[src/rtl/pcdn8_pkg.sv]
// rtl/pcdn8_pkg.sv - shared width default, count type and one-shot FSM states for pcdn8_reload
package pcdn8_pkg;
  localparam int DEFAULT_WIDTH = 8;

  typedef logic [DEFAULT_WIDTH-1:0] cnt_t;

  typedef enum logic {
    IDLE = 1'b0,
    RUN  = 1'b1
  } pcdn8_state_e;
endpackage

[src/rtl/pcdn8_shadow.sv]
// rtl/pcdn8_shadow.sv - double-buffered reload register: pending value promoted to active on xfer
module pcdn8_shadow
  import pcdn8_pkg::*;
#(
  parameter int WIDTH = DEFAULT_WIDTH
) (
  input  logic             clk,
  input  logic             rst,
  input  logic             reload_we,
  input  logic [WIDTH-1:0] reload_in,
  input  logic             xfer,
  output logic [WIDTH-1:0] reload_q
);

  logic [WIDTH-1:0] pend;
  logic             pend_v;

  // A write coinciding with a transfer promotes the old pending value and keeps the new one pending.
  always_ff @(posedge clk or posedge rst) begin
    if (rst) begin
      pend     <= '0;
      pend_v   <= 1'b0;
      reload_q <= '0;
    end else begin
      if (xfer && pend_v) begin
        reload_q <= pend;
      end
      if (reload_we) begin
        pend   <= reload_in;
        pend_v <= 1'b1;
      end else if (xfer) begin
        pend_v <= 1'b0;
      end
    end
  end

endmodule

[src/rtl/pcdn8_reload.sv]
// rtl/pcdn8_reload.sv - 8-bit down-counter with load, hold and reload-on-borrow.
// Optional one-shot mode selected by macro PCDN8_ONESHOT_EN.
module pcdn8_reload
  import pcdn8_pkg::*;
#(
  parameter int WIDTH = DEFAULT_WIDTH
) (
  input  logic             clk,
  input  logic             rst,
  input  logic             load,
  input  logic [WIDTH-1:0] load_val,
  input  logic             en,
  input  logic             hold,
  input  logic             reload_we,
  input  logic [WIDTH-1:0] reload_in,
  output logic [WIDTH-1:0] count,
  output logic             borrow,
  output logic             zero,
  output logic [WIDTH-1:0] reload_q,
  output logic             busy
);

  localparam logic [WIDTH-1:0] ONE = 1;

  logic             step;
  logic             active;
  logic             cnt_step;
  logic             xfer;
  logic [WIDTH-1:0] wrap_val;
  logic [WIDTH-1:0] count_next;

  assign step     = en & ~hold & ~load;
  assign cnt_step = step & active;
  assign borrow   = cnt_step & (count == '0);

`ifdef PCDN8_ONESHOT_EN
  pcdn8_state_e state, state_next;

  always_ff @(posedge clk or posedge rst) begin
    if (rst) begin
      state <= IDLE;
    end else begin
      state <= state_next;
    end
  end

  always_comb begin
    state_next = state;
    if (load) begin
      state_next = RUN;
    end else if (borrow) begin
      state_next = IDLE;
    end
  end

  // A one-shot terminal count parks at zero; the shadow only advances on load.
  assign active   = (state == RUN);
  assign busy     = active;
  assign xfer     = load;
  assign wrap_val = '0;
`else
  assign active   = 1'b1;
  assign busy     = 1'b1;
  assign xfer     = load | borrow;
  assign wrap_val = reload_q;
`endif

  always_comb begin
    count_next = count;
    if (load) begin
      count_next = load_val;
    end else if (cnt_step && (count != '0)) begin
      count_next = count - ONE;
    end else if (borrow) begin
      count_next = wrap_val;
    end
  end

  always_ff @(posedge clk or posedge rst) begin
    if (rst) begin
      count <= '0;
      zero  <= 1'b1;
    end else begin
      count <= count_next;
      zero  <= (count_next == '0);
    end
  end

  pcdn8_shadow #(
    .WIDTH(WIDTH)
  ) u_shadow (
    .clk      (clk),
    .rst      (rst),
    .reload_we(reload_we),
    .reload_in(reload_in),
    .xfer     (xfer),
    .reload_q (reload_q)
  );

endmodule

[config.mk]
export PLATFORM = sky130hd
export DESIGN_NAME = pcdn8_reload
export DESIGN_NICKNAME = d
export VERILOG_FILES = /design/src/rtl/pcdn8_pkg.sv /design/src/rtl/pcdn8_shadow.sv /design/src/rtl/pcdn8_reload.sv
export SDC_FILE = /design/constraint.sdc
export NUM_CORES = 1
export LEC_CHECK = 0
export ABC_AREA = 1
export CORE_MARGIN = 4
export CORE_UTILIZATION = 52
export CTS_CLUSTER_SIZE = 16
export DETAILED_ROUTE_END_ITERATION = 8
export PLACE_DENSITY = 0.95
export RECOVER_POWER = 25
export SYNTH_ARGS = -nofsm -noshare
export SYNTH_HDL_FRONTEND = slang
export SYNTH_HIERARCHICAL = 1
export SYNTH_SLANG_ARGS = --single-unit
[constraint.sdc]
create_clock -name clk -period 2.9 [get_ports clk]
set_input_delay 0.725 -clock clk [delete_from_list [all_inputs] [get_ports clk]]
set_output_delay 0.725 -clock clk [all_outputs]
set_load 0.03 [all_outputs]
=== Word level (Yosys, flattened, before mapping) ===
Cells that the tools add are included.
W data, S select, Z words.

* Bits in registers: 26
* Output and inout port bits: 19
* Logic and storage cells: 23

* Add/sub/neg operators: 1
* Mux-type cells: 5
* Bitwise operators: 6
* Reductions and logical operators: 6

{| class="wikitable"
|+ Operators by type and width
! operator !! number
|-
| $mux W8 || 3
|-
| $logic_not A8 Y1 || 2
|-
| $reduce_bool A8 Y1 || 1
|-
| $sub A8 B1 Y8 const B || 1
|-
| $and A1 B1 Y1 || 3
|-
| $logic_and A1 B1 Y1 || 2
|-
| $mux W1 || 2
|-
| $not A1 Y1 || 2
|-
| $reduce_bool A2 Y1 || 1
|-
| $or A1 B1 Y1 || 1
|}

=== Depth between registers and ports, before layout ===
Gate-level depths: netlist (run 1).

* Depth after elaboration: 8
* Depth in mapped cells: 13
* Mapped depth without buffers: 13

=== Cells and area by module ===
The synthesis (run 1) kept the hierarchy.

{| class="wikitable"
|+ Modules (own cells, without submodules)
! module !! times used !! cells an instance !! area an instance (um^2) !! sequential area each (um^2)
|-
| pcdn8_reload || 1 || 132 || 872.1 || 226.5
|-
| pcdn8_shadow || 1 || 73 || 699.4 || 425.4
|}

=== Least setup slack after synthesis (run 1) ===
No wires, ideal clock.

* Kind: register to output
* From: register count[0]
* To: output port borrow
* Data arrival time: 1,516 ps
* Required time: 2,175 ps
* Slack: 659 ps
* Cell stages (with the launch flop): 7
* Buffers on the path: 0
* Path through: dfrtp_1 > inv_1 > ha_1 > nand2_4 > nor2_8 > nand2_1 > inv_1

* Cells in the longest elaborated chain, start to end: 2

{| class="wikitable"
|+ RTL lines
! item !! RTL line !! source
|-
| start: declaration || pcdn8_reload.sv:16 || <nowiki>output logic [WIDTH-1:0] count,</nowiki>
|-
| start signal: assignment || pcdn8_reload.sv:84 || <nowiki>count <= count_next;</nowiki>
|-
| $logic_not A8 Y1 || pcdn8_reload.sv:34 || <nowiki>assign borrow = cnt_step & (count == '0);</nowiki>
|-
| $and A1 B1 Y1 || pcdn8_reload.sv:34 ||
|-
| end: declaration || pcdn8_reload.sv:17 || <nowiki>output logic borrow,</nowiki>
|}

Every way passes these cells.

=== Worst setup path after layout (run 1) ===
Ends and elaborated chain as after synthesis.

==> impl_summary.log, run 1 <==
[metrics] unrepaired setup endpoints after global routing: false
[metrics] weighted congestion reported at the end of routability-driven placement: 0.840
[metrics] global-route wire length before repair: 6.02 mm
[metrics] data arrival at the endpoint of the critical path: 1.86 ns
[metrics] clock sinks: 26
[metrics] Core Area: 2830 um2
[metrics] start point of the critical path: count[0]
[metrics] boundary pin count: 41
[metrics] Setup Skew: 0.0123 ns
[metrics] Total Routing Usage GR: 18.9%
[metrics] final hold vios: 0
[metrics] syn nets: 228
[metrics] post-synthesis to final-layout area growth: 26.8%
[metrics] Leakage Power: 1.05 nW
[metrics] clock tree from TritonCTS: built
[metrics] Pwr per Cell Area: 468 nW/um2
[metrics] DRT Pass-1 Iters: 4
[metrics] cell count after synthesis: 205
[metrics] R2R Path Start: count[0]
[metrics] endpoint class of the critical path: output port
[metrics] number of cells upsized or downsized after cts: 0
[metrics] most common library cell in the layout ignoring fill and taps: sky130_fd_sc_hd__nand2_1
[metrics] Post-synth EDFFs: 0
[metrics] port bufs: 39
[metrics] worst slack after detailed placement: 0.500 ns
[metrics] fraction of power consumed by sequential logic: 48.3%
[metrics] setup violation total in the final timing report: 0
[metrics] clock-pin slew reported for the worst setup and hold paths after clock tree synthesis: 0.14 ns
[metrics] postcts setup bufs: 0
[metrics] combined area of all synthesized cells: 1570 um2
[metrics] setup TNS after final layout: 0 ns
[metrics] synthesized flop and latch total: 26
[metrics] run status: finished clean
[metrics] clock buffer count from CTS: 3
[metrics] Finished Cell Area: 1990 um2
[metrics] minimum hold slack: 0.493 ns
[metrics] Initial Util: 55.6%
[metrics] slack of the worst reg-to-reg path: 0.82 ns
[metrics] share of cells above drive strength 1: 16.4%
[metrics] Max rail drop VDD: 0.000298 V
[metrics] post-synthesis area per instance: 7.67 um2
[metrics] maximum number of pins on one net before global-route repair: 18
[metrics] synth unique cells: 28
[metrics] nature of the critical path startpoint: flop
[metrics] DRT iter0 DRCs: 115
[metrics] Yosys warnings: 6
[metrics] max-slew violation count: 0
[metrics] clock network latency to the later pin of the worst-skew pair: 0.32 ns
[metrics] Max Fclk: 0.387 GHz
[metrics] number of rows in the core area: 19
[metrics] Slew @ Worst Pin: 0.620 ns
[metrics] power share of the combinational group: 32.3%
[metrics] die footprint: 3970 um2
[metrics] post-route worst setup slack: 0.314 ns
[metrics] residual antenna-violating net count after detailed routing: 0
[metrics] Setup CP Type: reg2out
[metrics] via count of the first global-routing pass: 1375
[metrics] worst hold path type: reg2reg
[metrics] Detailed Place HPWL: 2.72 mm
[metrics] number of design rule violations left after detail routing: 0
[metrics] Via Count: 1408
[metrics] internal power: 0.606 mW
[metrics] via density per instance: 5.12
[metrics] Primary FF master, synth: sky130_fd_sc_hd__dfrtp_1
[metrics] end point of the critical path: borrow
[metrics] total gr overflow: 0
[metrics] required time reported for the critical path endpoint: 2.17 ns
[metrics] total detailed-routing wirelength: 3.40 mm
[metrics] shortest period the worst path allows: 2.59 ns
[metrics] reg-to-reg endpoint: u_shadow/reload_q[7]
[metrics] peak fanout along the critical path: 10
[metrics] H-tree depth reported by CTS: 1
[metrics] switching fraction of total power: 35.0%
[metrics] FFs w/ async S/R, synth: 100%
[metrics] Root Buffer Master: sky130_fd_sc_hd__clkbuf_4
[metrics] proportion of power drawn by the clock network: 19.4%
[metrics] antenna violations before repair: 0
[metrics] cts hold-fix bufs: 0
[metrics] width of the die: 63.0 um
[metrics] fraction of the yosys area taken by sequential cells: 41.5%
[metrics] most used cells in the layout excluding fill and tap cells: 70 x sky130_fd_sc_hd__nand2_1, 37 x sky130_fd_sc_hd__clkdlybuf4s50_1, 27 x sky130_fd_sc_hd__inv_1
[metrics] Chip Height: 63.0 um
[metrics] Period Utilization, post-route: 89.2%
[metrics] standard cell area after detailed placement: 1960 um2
[metrics] count of maximum capacitance violations: 0
[metrics] number of fill cells: 211
[metrics] P_sw: 0.326 mW
[metrics] reg2reg path depth: 9
[metrics] Inserted Diodes: 0
[metrics] NumNets Final: 268
[metrics] wire length per cell: 12.4 um
[metrics] worst slew slack as a fraction of its limit: 58.6%
[metrics] number of buffers on the longest clock path: 2
power by group through the flow:
| stage | clock network [mW] | registers, mW | logic (mW) |
|---|---|---|---|
| floorplan | 0 | 0.502 | 0.137 |
| global placement | 0 | 0.455 | 0.293 |
| detailed placement | 0 | 0.456 | 0.301 |
| CTS | 0.186 | 0.449 | 0.302 |
| global route | 0.201 | 0.456 | 0.329 |
| finish | 0.181 | 0.450 | 0.301 |
logic make-up (layout without fill, tap and decap cells):
group,count (synthesis),in the layout,synth area share [%]
buf+inv,36,75,11.0
other cells,1,1,0.239
compound gates,10,10,3.42
xor+xnor,1,1,0.557
flops,26,26,41.5
simple gates,130,130,42.5
fa+ha+maj,1,1,0.796
per-layer routing:
metal | routed length [um] | vias up | global-route usage [%]
met2 | 1710 | 46 | 32.1
met1 | 1450 | 651 | 23.3
met3 | 202 | 4 | 3.96
li1 | - | 707 | -
met5 | 0 | - | 0
met4 | 34 | 0 | 6.89
per-stage QoR:
stage          instances  total power, mW  util (%)
2_1_floorplan        205            0.639         -
3_3_place_gp         271            0.748      69.1
3_5_place_dp         271            0.757      69.1
4_1_cts              275            0.937      70.4
5_1_grt              275            0.987      70.4
6_report             275            0.932      70.4
worst max-delay path, cell delays in order (launching register included):
cell and delay [ns]:
sky130_fd_sc_hd__dfrtp_1 0.42, sky130_fd_sc_hd__inv_1 0.19, sky130_fd_sc_hd__ha_1 0.31, sky130_fd_sc_hd__nand2_4 0.11
sky130_fd_sc_hd__nor2_8 0.21, sky130_fd_sc_hd__nand2_1 0.10, sky130_fd_sc_hd__inv_1 0.06, sky130_fd_sc_hd__buf_4 0.15
registers in the layout, summed over array words and instances, names as in the netlist:
name,cells
count,8
u_shadow/reload_q,8
u_shadow/pend,8
u_shadow/pend_v,1
zero,1
synth_stat cells, types with 3 or more instances:
cell type / n / share of area (%)
sky130_fd_sc_hd__buf_6: 4 / 2.9
sky130_fd_sc_hd__dfrtp_1: 25 / 40
sky130_fd_sc_hd__inv_1: 27 / 6.4
sky130_fd_sc_hd__nand2_1: 70 / 17
sky130_fd_sc_hd__nand2_2: 10 / 4.0
sky130_fd_sc_hd__nand3_1: 23 / 7.3
sky130_fd_sc_hd__nor2_1: 5 / 1.2
sky130_fd_sc_hd__nor2_2: 3 / 1.2
sky130_fd_sc_hd__o21ai_0: 8 / 2.5
sky130_fd_sc_hd__or2_2: 7 / 2.8
worst min-delay path by stage:
stage	cells after the start	end	slack [ns]	from
floorplan	2	u_shadow/pend[0]	0.44	u_shadow/pend[0]
CTS	2	u_shadow/pend[1]	0.50	u_shadow/pend[1]
detailed placement	2	u_shadow/pend[1]	0.46	u_shadow/pend[1]
finish	2	u_shadow/pend[1]	0.49	u_shadow/pend[1]
global route	2	u_shadow/pend[1]	0.51	u_shadow/pend[1]
global placement	2	u_shadow/pend[5]	0.45	u_shadow/pend[5]
cell type report:
class / instances / area (um2) / area share (%)
Tap cell: 31 / 38.8 / 1.95
Sequential cell: 26 / 652 / 32.7
Inverter: 30 / 115 / 5.78
Timing Repair Buffer: 41 / 403 / 20.2
Multi-Input combinational cell: 143 / 747 / 37.5
Clock buffer: 4 / 36.3 / 1.82
(Power assumes the default switching activity.)
==> run 2, diff against run 1 <==
--- a/config.mk
+++ b/config.mk
@@ -5,9 +5,9 @@
 export SDC_FILE = /design/constraint.sdc
 export NUM_CORES = 1
 export LEC_CHECK = 0
-export ABC_AREA = 1
 export CORE_MARGIN = 4
 export CORE_UTILIZATION = 52
+export CTS_BUF_LIST = sky130_fd_sc_hd__clkbuf_4
 export CTS_CLUSTER_SIZE = 16
 export DETAILED_ROUTE_END_ITERATION = 8
 export PLACE_DENSITY = 0.95
==> impl_summary.log, run 2 <==
[metrics] Pwr per Cell Area: 514 nW/um2 (+9.9%)
[metrics] standard cell area after detailed placement: 1760 um2 (-9.9%)
[metrics] nature of the critical path startpoint: flop
[metrics] Initial Util: 54.9% (-0.60 points)
[metrics] number of fill cells: 189 (-10%)
[metrics] DRT Pass-1 Iters: 4 (unchanged)
[metrics] required time reported for the critical path endpoint: 2.17 ns (about the same)
[metrics] boundary pin count: 41 (unchanged)
[metrics] global-route wire length before repair: 5.24 mm (-13%)
[metrics] via density per instance: 5.95 (+16%)
[metrics] fin util: 72.6% (+2.2 points)
[metrics] most instantiated cells after synthesis: 25 x sky130_fd_sc_hd__dfrtp_1, 17 x sky130_fd_sc_hd__mux2_2, 9 x sky130_fd_sc_hd__inv_1
[metrics] clock sinks: 26 (unchanged)
[metrics] max-slew violation count: 0 (unchanged)
[metrics] peak fanout along the critical path: 11 (+1)
[metrics] NumNets Final: 187 (-30%)
[metrics] run status: finished clean
[metrics] cell count after synthesis: 125 (-39%)
[metrics] start point of the critical path: count[0]
[metrics] setup violation total in the final timing report: 0 (unchanged)
[metrics] combined area of all synthesized cells: 1360 um2 (-13%)
[metrics] Yosys warnings: 6 (unchanged)
[metrics] endpoint class of the critical path: output port
[metrics] hold worst-path end: u_shadow/pend[5]
[metrics] clock-pin slew reported for the worst setup and hold paths after clock tree synthesis: 0.14 ns (about the same)
[metrics] Max Fclk: 0.369 GHz (-4.6%)
[metrics] count of maximum capacitance violations: 0 (unchanged)
[metrics] Post-synth EDFFs: 0 (unchanged)
[metrics] launch point of the worst hold path: u_shadow/pend[5]
[metrics] multiplexer share of the synthesized area: 14.1% (+14 points)
[metrics] clock buffer count from CTS: 3 (unchanged)
[metrics] total gr overflow: 0 (unchanged)
[metrics] cell with the largest stage delay on the worst path: sky130_fd_sc_hd__dfrtp_1
[metrics] dominant combinational cell family by area after synthesis: simple AND/OR/NAND/NOR gates
[metrics] Worst path max stage delay: 0.49 ns (+0.07 ns)
[metrics] data arrival at the endpoint of the critical path: 1.99 ns (+0.13 ns)
[metrics] Setup Skew: 0.00256 ns (-0.00973 ns)
[metrics] Power, Total: 0.925 mW (-0.77%)
[metrics] final hold vios: 0 (unchanged)
[metrics] fraction of synthesized cell area in xor and xnor cells: 0% (-0.56 points)
[metrics] H-tree depth reported by CTS: 1 (unchanged)
[metrics] share of synthesized cell area in and, or, nand and nor gates: 16.1% (-26 points)
[metrics] shortest period the worst path allows: 2.71 ns (+0.124 ns)
[metrics] Inserted Diodes: 0 (unchanged)
[metrics] FFs w/ async S/R, synth: 100% (unchanged)
[metrics] weighted congestion reported at the end of routability-driven placement: 0.916 (+9.1%)
[metrics] residual antenna-violating net count after detailed routing: 0 (unchanged)
[metrics] adder-cell share of the synthesized area: 0.919% (+0.12 points)
[metrics] number of design rule violations left after detail routing: 0 (unchanged)
[metrics] total detailed-routing wirelength: 3.22 mm (-5.2%)
[metrics] width of the die: 59.2 um (-6.1%)
[metrics] share of cells above drive strength 1: 19.6% (+3.2 points)
[metrics] cell types with the largest area share after synthesis: sky130_fd_sc_hd__dfrtp_1 46%, sky130_fd_sc_hd__mux2_2 14%, sky130_fd_sc_hd__inv_1 2.5%
[metrics] fraction of post-synthesis cell area in the top cell type by area: 46.0% (+6.1 points)
[metrics] unrepaired setup endpoints after global routing: false
[metrics] Core Area: 2480 um2 (-12%)
[metrics] post-synthesis to final-layout area growth: 32.2%
[metrics] clock network latency to the later pin of the worst-skew pair: 0.32 ns (about the same)
[metrics] Finished Cell Area: 1800 um2 (-9.7%)
[metrics] Max rail drop VDD: 0.000401 V (+35%)
[metrics] registers with the highest flip-flop counts: count (8), u_shadow/pend (8), u_shadow/reload_q (8)
[metrics] fraction of the yosys area taken by sequential cells: 47.9% (+6.4 points)
[metrics] syn nets: 148 (-35%)
[metrics] via count of the first global-routing pass: 1203 (-13%)
[metrics] port bufs: 39 (unchanged)
[metrics] clock tree from TritonCTS: built
[metrics] synthesized flop and latch total: 26 (unchanged)
[metrics] most used standard cell by instance count after synthesis: sky130_fd_sc_hd__dfrtp_1
[metrics] die footprint: 3500 um2 (-12%)
[metrics] R2R Path Start: count[0]
[metrics] postcts setup bufs: 0 (unchanged)
[metrics] Setup CP Type: reg2out
[metrics] Via Count: 1148 (-18%)
[metrics] Period Utilization, post-route: 93.5% (+4.3 points)
[metrics] antenna violations before repair: 0 (unchanged)
[metrics] cells along the critical path: inv_1, ha_1, nor3b_4, nand2_1, nor2_1, buf_4
[metrics] DRT iter0 DRCs: 32 (-72%)
[metrics] worst slack after detailed placement: 0.166 ns (-0.335 ns)
[metrics] slack of the worst reg-to-reg path: 0.38 ns (-0.44 ns)
[metrics] synth unique cells: 44 (+57%)
[metrics] maximum number of pins on one net before global-route repair: 18 (unchanged)
[metrics] number of buffers on the longest clock path: 2 (unchanged)
[metrics] post-synthesis area per instance: 10.9 um2 (+42%)
[metrics] most used cells in the layout excluding fill and tap cells: 37 x sky130_fd_sc_hd__clkdlybuf4s50_1, 25 x sky130_fd_sc_hd__dfrtp_1, 17 x sky130_fd_sc_hd__mux2_2
[metrics] Total Routing Usage GR: 19.5% (+0.65 points)
[metrics] worst hold path type: reg2reg
[metrics] number of cells on the worst hold path: 1 (-1)
[metrics] top cell type by total area after synthesis: sky130_fd_sc_hd__dfrtp_1
[metrics] Leakage Power: 0.749 nW (-29%)
[metrics] wire length per cell: 16.7 um (+35%)
[metrics] compound-gate portion of the synthesized area: 16.0% (+13 points)
[metrics] Slew @ Worst Pin: 0.619 ns (-0.000365 ns)
[metrics] Root Buffer Master: sky130_fd_sc_hd__clkbuf_4
[metrics] most common library cell in the layout ignoring fill and taps: sky130_fd_sc_hd__clkdlybuf4s50_1
[metrics] number of rows in the core area: 18 (-1)
[metrics] Chip Height: 59.2 um (-6.1%)
[metrics] Primary FF master, synth: sky130_fd_sc_hd__dfrtp_1
[metrics] worst slew slack as a fraction of its limit: 58.7% (about the same)
[metrics] reg2reg path depth: 7 (-2)
[metrics] setup TNS after final layout: 0 ns (unchanged)
[metrics] post-route worst setup slack: 0.189 ns (-0.124 ns)
[metrics] reg-to-reg endpoint: zero
[metrics] Detailed Place HPWL: 2.53 mm (-7.1%)
==> run 2: power by group <==
group	internal [mW]	switching (mW)	total, mW
sequential	0.408	0.0507	0.459
clock	0.0631	0.106	0.169
combinational	0.143	0.155	0.297
==> run 2: how the worst max path moves through the flow <==
stage | endpoint | slack, ns | depth (start not counted)
finish | borrow | 0.19 | 6
global route | borrow | 0.03 | 6
CTS | borrow | 0.08 | 6
detailed placement | zero | 0.17 | 6
global placement | zero | 0.22 | 6
floorplan | zero | 0.48 | 8
==> run 2: worst max-delay path: cells and delay by family (launching register included) <==
kind	cells	cell delay [ns]
adders and majority gates	1	0.24
buffers and inverters	2	0.26
DFF	1	0.49
and+or+nand+nor	3	0.68
==> run 2: final cells by class <==
cell class,count,area (um2),area share [%]
sequential,26,652,36.2
multi-input combinational,84,651,36.2
timing repair buffer,40,395,22.0
clock buffer,4,30.0,1.67
tap,30,37.5,2.09
inverter,9,33.8,1.88
==> run 2: logic make-up (layout without fill, tap and decap cells) <==
group | after synthesis | count (layout)
fa+ha+maj | 1 | 1
mux | 17 | 17
other cells | 1 | 1
buf+inv | 15 | 53
flops | 26 | 26
simple gates | 35 | 35
compound gates | 30 | 30
==> run 2: layer usage <==
| layer | wire (um) | up-vias | share of wire [%] | track usage (%) |
|---|---|---|---|---|
| met5 | 0 | - | 0 | 0 |
| met4 | 29 | 0 | 0.90 | 7.12 |
| met3 | 277 | 6 | 8.6 | 4.14 |
| met2 | 1660 | 69 | 52 | 34.2 |
| met1 | 1250 | 544 | 39 | 23.4 |
| li1 | - | 529 | - | - |
==> run 2: per-stage QoR <==
step	instances	hold slack, ns
after floorplan	125	0.477
after global placement	189	0.487
after detailed placement	189	0.496
after CTS	193	0.528
after global routing	193	0.538
final	193	0.525
==> run 2: what timing repair did <==
action	CTS	global route
resized for setup	0	1
endpoints found under the setup margin	0	1
hold buffers	0	0
==> run 3, diff against run 2 <==
--- a/config.mk
+++ b/config.mk
@@ -5,6 +5,7 @@
 export SDC_FILE = /design/constraint.sdc
 export NUM_CORES = 1
 export LEC_CHECK = 0
+export ABC_CLOCK_PERIOD_IN_PS = 2900
 export CORE_MARGIN = 4
 export CORE_UTILIZATION = 52
 export CTS_BUF_LIST = sky130_fd_sc_hd__clkbuf_4
==> results of run 3 <==
Final layout, timing and power as in run 2 (identical DEF).
